$ cat config.mk
export PLATFORM = sky130hd
export DESIGN_NAME = pipeline_mem_arbiter_flat
export DESIGN_NICKNAME = d
export VERILOG_FILES = /design/src/rtl/pipeline_mem_arbiter_if.sv /design/src/rtl/pipeline_mem_arbiter.sv /design/src/flat_wrapper.sv
export SDC_FILE = /design/constraint.sdc
export NUM_CORES = 1
export LEC_CHECK = 0
export ABC_AREA = 1
export CORE_MARGIN = 5
export CORE_UTILIZATION = 33
export DETAILED_ROUTE_END_ITERATION = 8
export PLACE_DENSITY = 0.85
export SLEW_MARGIN = 15
export SYNTH_ARGS = -nofsm -noshare
export SYNTH_HDL_FRONTEND = slang
export SYNTH_SLANG_ARGS = --single-unit
$ cat constraint.sdc
create_clock -name clk -period 2.1 [get_ports clk]
set_clock_uncertainty 0.2 [all_clocks]
set_input_delay 0.21 -clock clk [delete_from_list [all_inputs] [get_ports clk]]
set_output_delay 0.21 -clock clk [all_outputs]
set_load 0.01 [all_outputs]
$ cat src/rtl/pipeline_mem_arbiter_if.sv
// Bundle of the fetch, data and memory-side signals around the memory arbiter.
// slave = arbiter view; master = the mirror view held by the stages and memory.
interface pipeline_mem_arbiter_if #(
    parameter int ADDR_WIDTH = 16,
    parameter int DATA_WIDTH = 16
);
    logic                  i_read;
    logic [ADDR_WIDTH-1:0] i_addr;
    logic [DATA_WIDTH-1:0] i_rdata;
    logic                  i_resp;

    logic                  d_read;
    logic                  d_write;
    logic                  d_indirect;
    logic                  d_byte;
    logic [ADDR_WIDTH-1:0] d_addr;
    logic [DATA_WIDTH-1:0] d_wdata;
    logic [DATA_WIDTH-1:0] d_rdata;
    logic                  d_resp;

    logic                  mem_read;
    logic                  mem_write;
    logic [ADDR_WIDTH-1:0] mem_address;
    logic [DATA_WIDTH-1:0] mem_wdata;
    logic [1:0]            mem_byte_enable;
    logic [DATA_WIDTH-1:0] mem_rdata;
    logic                  mem_resp;

    modport slave (
        input  i_read, i_addr,
        output i_rdata, i_resp,
        input  d_read, d_write, d_indirect, d_byte, d_addr, d_wdata,
        output d_rdata, d_resp,
        output mem_read, mem_write, mem_address, mem_wdata, mem_byte_enable,
        input  mem_rdata, mem_resp
    );

    modport master (
        output i_read, i_addr,
        input  i_rdata, i_resp,
        output d_read, d_write, d_indirect, d_byte, d_addr, d_wdata,
        input  d_rdata, d_resp,
        input  mem_read, mem_write, mem_address, mem_wdata, mem_byte_enable,
        output mem_rdata, mem_resp
    );
endinterface

$ cat src/rtl/pipeline_mem_arbiter.sv
// Shares one memory port between IF fetch and MEM load/store, including two-access LDI/STI.
// Latency: strobe one cycle after a request is seen; resp pulses combinationally with mem_resp.
// Backpressure: strobes held until mem_resp; requesters hold requests until their resp.
// Optional MEM_ARB_FAIR_EN: alternate grants when both sides are pending (default data first).
module pipeline_mem_arbiter #(
    parameter int ADDR_WIDTH = 16,
    parameter int DATA_WIDTH = 16
) (
    input  logic                     clk,
    input  logic                     reset_n,
    pipeline_mem_arbiter_if.slave    bus
);

    typedef enum logic [2:0] {
        S_IDLE,
        S_I_ACC,
        S_D_ACC,
        S_D_PTR,
        S_D_IND
    } state_t;

    state_t                r_state;
    logic [ADDR_WIDTH-1:0] r_ptr;
    logic                  r_wr;
`ifdef MEM_ARB_FAIR_EN
    logic                  r_last_d;
`endif

    logic                  w_d_req;
    logic                  w_grant_d;
    logic [ADDR_WIDTH-1:0] w_fin_addr;
    logic [1:0]            w_byte_be;
    logic                  w_mem_read;
    logic                  w_mem_write;
    logic [ADDR_WIDTH-1:0] w_mem_address;
    logic [DATA_WIDTH-1:0] w_mem_wdata;
    logic [1:0]            w_mem_be;
    logic                  w_i_resp;
    logic                  w_d_resp;

    assign w_d_req = bus.d_read | bus.d_write;

    always_comb begin
`ifdef MEM_ARB_FAIR_EN
        w_grant_d = w_d_req & (~bus.i_read | ~r_last_d);
`else
        w_grant_d = w_d_req;
`endif
    end

    // The read/write choice is latched at grant so a flushed request still completes cleanly.
    always_ff @(posedge clk or negedge reset_n) begin
        if (!reset_n) begin
            r_state  <= S_IDLE;
            r_ptr    <= '0;
            r_wr     <= 1'b0;
`ifdef MEM_ARB_FAIR_EN
            r_last_d <= 1'b0;
`endif
        end else begin
            case (r_state)
                S_IDLE: begin
                    if (w_grant_d) begin
                        r_state <= bus.d_indirect ? S_D_PTR : S_D_ACC;
                        r_wr    <= bus.d_write & ~bus.d_read;
`ifdef MEM_ARB_FAIR_EN
                        r_last_d <= 1'b1;
`endif
                    end else if (bus.i_read) begin
                        r_state <= S_I_ACC;
                        r_wr    <= 1'b0;
`ifdef MEM_ARB_FAIR_EN
                        r_last_d <= 1'b0;
`endif
                    end
                end
                S_I_ACC, S_D_ACC, S_D_IND: begin
                    if (bus.mem_resp) r_state <= S_IDLE;
                end
                S_D_PTR: begin
                    if (bus.mem_resp) begin
                        r_ptr   <= ADDR_WIDTH'(bus.mem_rdata);
                        r_state <= S_D_IND;
                    end
                end
                default: r_state <= S_IDLE;
            endcase
        end
    end

    assign w_fin_addr = (r_state == S_D_IND) ? r_ptr : bus.d_addr;
    assign w_byte_be  = !bus.d_byte ? 2'b11 : (w_fin_addr[0] ? 2'b10 : 2'b01);

    always_comb begin
        w_mem_read    = 1'b0;
        w_mem_write   = 1'b0;
        w_mem_address = '0;
        w_mem_wdata   = '0;
        w_mem_be      = 2'b00;
        case (r_state)
            S_I_ACC: begin
                w_mem_read    = 1'b1;
                w_mem_address = bus.i_addr;
                w_mem_be      = 2'b11;
            end
            S_D_PTR: begin
                w_mem_read    = 1'b1;
                w_mem_address = bus.d_addr;
                w_mem_be      = 2'b11;
            end
            S_D_ACC, S_D_IND: begin
                w_mem_read    = ~r_wr;
                w_mem_write   = r_wr;
                w_mem_address = w_fin_addr;
                w_mem_wdata   = bus.d_wdata;
                w_mem_be      = w_byte_be;
            end
            default: ;
        endcase
    end

    assign w_i_resp = (r_state == S_I_ACC) & bus.mem_resp;
    assign w_d_resp = ((r_state == S_D_ACC) | (r_state == S_D_IND)) & bus.mem_resp;

    assign bus.mem_read        = w_mem_read;
    assign bus.mem_write       = w_mem_write;
    assign bus.mem_address     = w_mem_address;
    assign bus.mem_wdata       = w_mem_wdata;
    assign bus.mem_byte_enable = w_mem_be;
    assign bus.i_resp          = w_i_resp;
    assign bus.i_rdata         = w_i_resp ? bus.mem_rdata : '0;
    assign bus.d_resp          = w_d_resp;
    assign bus.d_rdata         = w_d_resp ? bus.mem_rdata : '0;

endmodule
$ cat src/flat_wrapper.sv
// flat-port wrapper written by rule: the top's interface ports become plain ports
module pipeline_mem_arbiter_flat 
#(
    parameter int ADDR_WIDTH = 16,
    parameter int DATA_WIDTH = 16
)
  (clk, reset_n, bus_i_read, bus_i_addr, bus_i_rdata, bus_i_resp, bus_d_read, bus_d_write, bus_d_indirect, bus_d_byte, bus_d_addr, bus_d_wdata, bus_d_rdata, bus_d_resp, bus_mem_read, bus_mem_write, bus_mem_address, bus_mem_wdata, bus_mem_byte_enable, bus_mem_rdata, bus_mem_resp);
  pipeline_mem_arbiter_if #(.ADDR_WIDTH(ADDR_WIDTH), .DATA_WIDTH(DATA_WIDTH)) bus_i ();
  input  logic clk;
  input  logic reset_n;
  input wire logic [$bits(bus_i.i_read)-1:0] bus_i_read;
  input wire logic [$bits(bus_i.i_addr)-1:0] bus_i_addr;
  output wire logic [$bits(bus_i.i_rdata)-1:0] bus_i_rdata;
  output wire logic [$bits(bus_i.i_resp)-1:0] bus_i_resp;
  input wire logic [$bits(bus_i.d_read)-1:0] bus_d_read;
  input wire logic [$bits(bus_i.d_write)-1:0] bus_d_write;
  input wire logic [$bits(bus_i.d_indirect)-1:0] bus_d_indirect;
  input wire logic [$bits(bus_i.d_byte)-1:0] bus_d_byte;
  input wire logic [$bits(bus_i.d_addr)-1:0] bus_d_addr;
  input wire logic [$bits(bus_i.d_wdata)-1:0] bus_d_wdata;
  output wire logic [$bits(bus_i.d_rdata)-1:0] bus_d_rdata;
  output wire logic [$bits(bus_i.d_resp)-1:0] bus_d_resp;
  output wire logic [$bits(bus_i.mem_read)-1:0] bus_mem_read;
  output wire logic [$bits(bus_i.mem_write)-1:0] bus_mem_write;
  output wire logic [$bits(bus_i.mem_address)-1:0] bus_mem_address;
  output wire logic [$bits(bus_i.mem_wdata)-1:0] bus_mem_wdata;
  output wire logic [$bits(bus_i.mem_byte_enable)-1:0] bus_mem_byte_enable;
  input wire logic [$bits(bus_i.mem_rdata)-1:0] bus_mem_rdata;
  input wire logic [$bits(bus_i.mem_resp)-1:0] bus_mem_resp;
  assign bus_i.i_read = bus_i_read;
  assign bus_i.i_addr = bus_i_addr;
  assign bus_i_rdata = bus_i.i_rdata;
  assign bus_i_resp = bus_i.i_resp;
  assign bus_i.d_read = bus_d_read;
  assign bus_i.d_write = bus_d_write;
  assign bus_i.d_indirect = bus_d_indirect;
  assign bus_i.d_byte = bus_d_byte;
  assign bus_i.d_addr = bus_d_addr;
  assign bus_i.d_wdata = bus_d_wdata;
  assign bus_d_rdata = bus_i.d_rdata;
  assign bus_d_resp = bus_i.d_resp;
  assign bus_mem_read = bus_i.mem_read;
  assign bus_mem_write = bus_i.mem_write;
  assign bus_mem_address = bus_i.mem_address;
  assign bus_mem_wdata = bus_i.mem_wdata;
  assign bus_mem_byte_enable = bus_i.mem_byte_enable;
  assign bus_i.mem_rdata = bus_mem_rdata;
  assign bus_i.mem_resp = bus_mem_resp;
  pipeline_mem_arbiter #(.ADDR_WIDTH(ADDR_WIDTH), .DATA_WIDTH(DATA_WIDTH)) u_core (.clk(clk), .reset_n(reset_n), .bus(bus_i));
endmodule
==> results.json <==
{
  "drt_iter0_markers": 101,
  "crit_chain": "inv_2 > buf_6 > nor3_4 > buf_12 > buf_12 > nand2_4 > nor2_1 > clkdlybuf4s15_2",
  "fillerInstances": 307,
  "p_per_area_nw_per_um2": 1090,
  "slowest_delay_ns": 0.44,
  "rsz0062_at_grt": "yes",
  "synth_edf_count": 0,
  "synth_cell_type_count": 21,
  "seqPwrFrac_pct": 15.9,
  "hold_class": "in -> async",
  "path_class": "reg -> out",
  "diodes": 0,
  "rows": 26,
  "synthFlopType": "dfrtp_1",
  "cp.depth": 8,
  "cts_tree": "built",
  "slew-limit-headroom_pct": 50.9,
  "r2r-end": "u_core.r_ptr[8]",
  "cts_made_buffers": 3,
  "netlist_area_sq_um": 1730,
  "syn_nets": 357,
  "max_cap_violations": 0,
  "nNetsFinal": 527,
  "p_comb_share_pct": 75.4,
  "status": "finished, violations left",
  "startpoint": "u_core.r_state[0]",
  "swShare_pct": 43.8,
  "arrival_ns": 1.80,
  "hold_viol": 0,
  "fmax_ghz": 0.453,
  "synth_seq_cells": 20,
  "seq_area_frac_synth_pct": 28.9,
  "cp.required_ns": 1.69,
  "endpoint": "bus_i_rdata[4]",
  "overflow": 0,
  "preCtsSetupSlack_ns": -0.124,
  "critPathSlowestCell": "dfrtp_1",
  "synth_top_area_share_pct": 28.9,
  "crit_path_end_kind": "primary output",
  "grt_pass1_vias": 2245,
  "area_delta_synth_final_pct": 130,
  "clock-sinks": 20,
  "routed_wl_microns": 8740,
  "path_buf_inv": 5,
  "crit_fanout": 4,
  "rr_startpoint": "u_core.r_state[0]",
  "ant_nets": 0,
  "p_switching_mw": 1.91,
  "cp-start-kind": "register",
  "clk_latency_ns": 0.25,
  "drc": 0,
  "yosysMostFrequentCell": "nand2_1",
  "p_leak_nw": 2.59,
  "core_area_sq_um": 5110,
  "grt_max_degree": 34,
  "tns_ns": -1.61,
  "holdWs_ns": 0.0927,
  "wire_per_inst_microns": 16.7,
  "dr.pass1.iters": 4,
  "avgSynthCellArea_sq_um": 6.07,
  "setup_viol": 30,
  "synth_top_area_cell": "dfrtp_1",
  "irDropWorstVdd_mv": 0.470,
  "grtUsageTotal_pct": 20.2,
  "antenna_found_initial": 0,
  "slew_violations": 0,
  "clk_path_buf_depth": 2,
  "async_flop_share_pct": 100,
  "reg2reg_slack_ns": 0.21,
  "ios": 142,
  "dp_hpwl_microns": 5470,
  "path_delay_family": "buffers and inverters",
  "final_cells": 524,
  "clk_pin_slew_ns": 0.07,
  "gp_congestion": 0.781,
  "cts_root_buf": "clkbuf_8",
  "grt_pass1_wl_microns": 10600,
  "worst_pin_slew_ns": 0.735,
  "synth_common_cells": "nand2_1 (71), inv_1 (56), nor2_1 (52)",
  "port_buffers": 141,
  "cts_max_level": 1,
  "die_w_microns": 82.4,
  "initial_core_util_pct": 33.9,
  "crit_top_cell": "buf_12",
  "netlist_top_cells_area": "dfrtp_1 (29%), nand2_1 (15%), inv_1 (12%)",
  "drive_gt1_share_pct": 30.4,
  "violations": "setup timing",
  "reg2regPathDepth": 7,
  "die_h_microns": 82.4,
  "num_vias": 2596,
  "postSynthCellCount": 285,
  "layout_worst_path_cycle_share_pct": 105,
  "setup_slack_ns": -0.110,
  "dpl.cell_count": 500,
  "totalPowerFinal_mw": 4.35,
  "intPower_mw": 2.44,
  "pwr-share-clk_pct": 8.7,
  "layout_min_cycle_time_ns": 2.21,
  "viasPerCell": 4.95,
  "die-area_sq_um": 6790,
  "yosysWarnings": 0
}
[cell type report]
class | instances | area [sq um] | share of cell area [%]
inverter | 59 | 224 | 5.63
multi-input combinational | 197 | 1230 | 30.9
tap | 70 | 87.6 | 2.20
sequential | 20 | 502 | 12.6
clock inverter | 1 | 30.0 | 0.754
timing repair buffer | 174 | 1870 | 46.9
clock buffer | 3 | 41.3 | 1.04
[worst reg2reg max path, delay by kind of cell (launching register included)]
kind	cells	cell delay [ns]
DFF	1	0.44
and+or+nand+nor	3	0.64
buffers and inverters	3	0.43
AOI/OAI and AO/OA	1	0.07
[state kept, by name (all words and copies together) (netlist names)]
| register | cells |
|---|---|
| u_core.r_ptr | 16 |
| u_core.r_state | 3 |
| u_core.r_wr | 1 |
[timing repair]
item,in CTS,in global routing
gates cloned,3,1
buffers inserted,9,10
resized for setup,128,140
endpoints found under the hold margin,0,0
pin swaps,4,12
setup endpoints to repair,70,70
hold buffers,0,0
[layout by cell type, fill, tap and decap left out, types with 4 or more instances in the layout]
master / instances
nand3_1: 4
o21ai_0: 13
o21ai_2: 8
buf_4: 23
dlymetal6s2s_1: 36
nand2_2: 7
buf_6: 24
dfrtp_1: 19
o21ai_1: 15
nand2_4: 12
clkdlybuf4s15_2: 9
nor2_4: 7
buf_12: 7
clkdlybuf4s50_1: 71
nor2_2: 4
inv_1: 55
nand3_2: 15
nor2_1: 41
nand2_1: 55
o211ai_1: 6
nand2_8: 5
[power groups by stage]
stage | logic [mW] | clock network, mW | registers (mW)
final | 3.28 | 0.379 | 0.691
after detailed placement | 2.57 | 0 | 0.673
after global placement | 2.51 | 0 | 0.669
after CTS | 2.74 | 0.383 | 0.669
after floorplan | 1.24 | 0 | 0.632
after global routing | 3.50 | 0.406 | 0.708
[per-stage QoR]
stage	cell area (sq um)	utilization, %
detailed placement	3290	64.4
global route	3980	78.0
global placement	3290	64.4
CTS	3510	68.7
floorplan	1730	-
finish	3980	78.0
[cells by family (layout without fill, tap and decap cells)]
| group | after synthesis | count (layout) | synth area share [%] |
|---|---|---|---|
| buffers and inverters | 71 | 237 | 18.5 |
| AOI/OAI and AO/OA | 43 | 43 | 14.9 |
| DFF | 20 | 20 | 28.9 |
| and+or+nand+nor | 151 | 154 | 37.7 |
[worst min-delay path by stage]
stage / cells past startpoint / start / end / slack (ns)
after CTS: 2 / reset_n / u_core.r_ptr[12] / 0.11
final: 2 / reset_n / u_core.r_ptr[2] / 0.09
after detailed placement: 2 / u_core.r_ptr[2] / u_core.r_ptr[2] / 0.28
after floorplan: 0 / reset_n / u_core.r_ptr[0] / -0.29
after global routing: 2 / reset_n / u_core.r_ptr[2] / 0.15
after global placement: 2 / u_core.r_ptr[9] / u_core.r_ptr[9] / 0.27
[per-layer routing]
| layer | global-route usage (%) | wire length, microns |
|---|---|---|
| met5 | 0 | 0 |
| met3 | 7.05 | 1080 |
| met2 | 36.4 | 4480 |
| met1 | 22.4 | 2870 |
| met4 | 5.15 | 302 |
No activity file was read; power rests on OpenSTA's default activity.
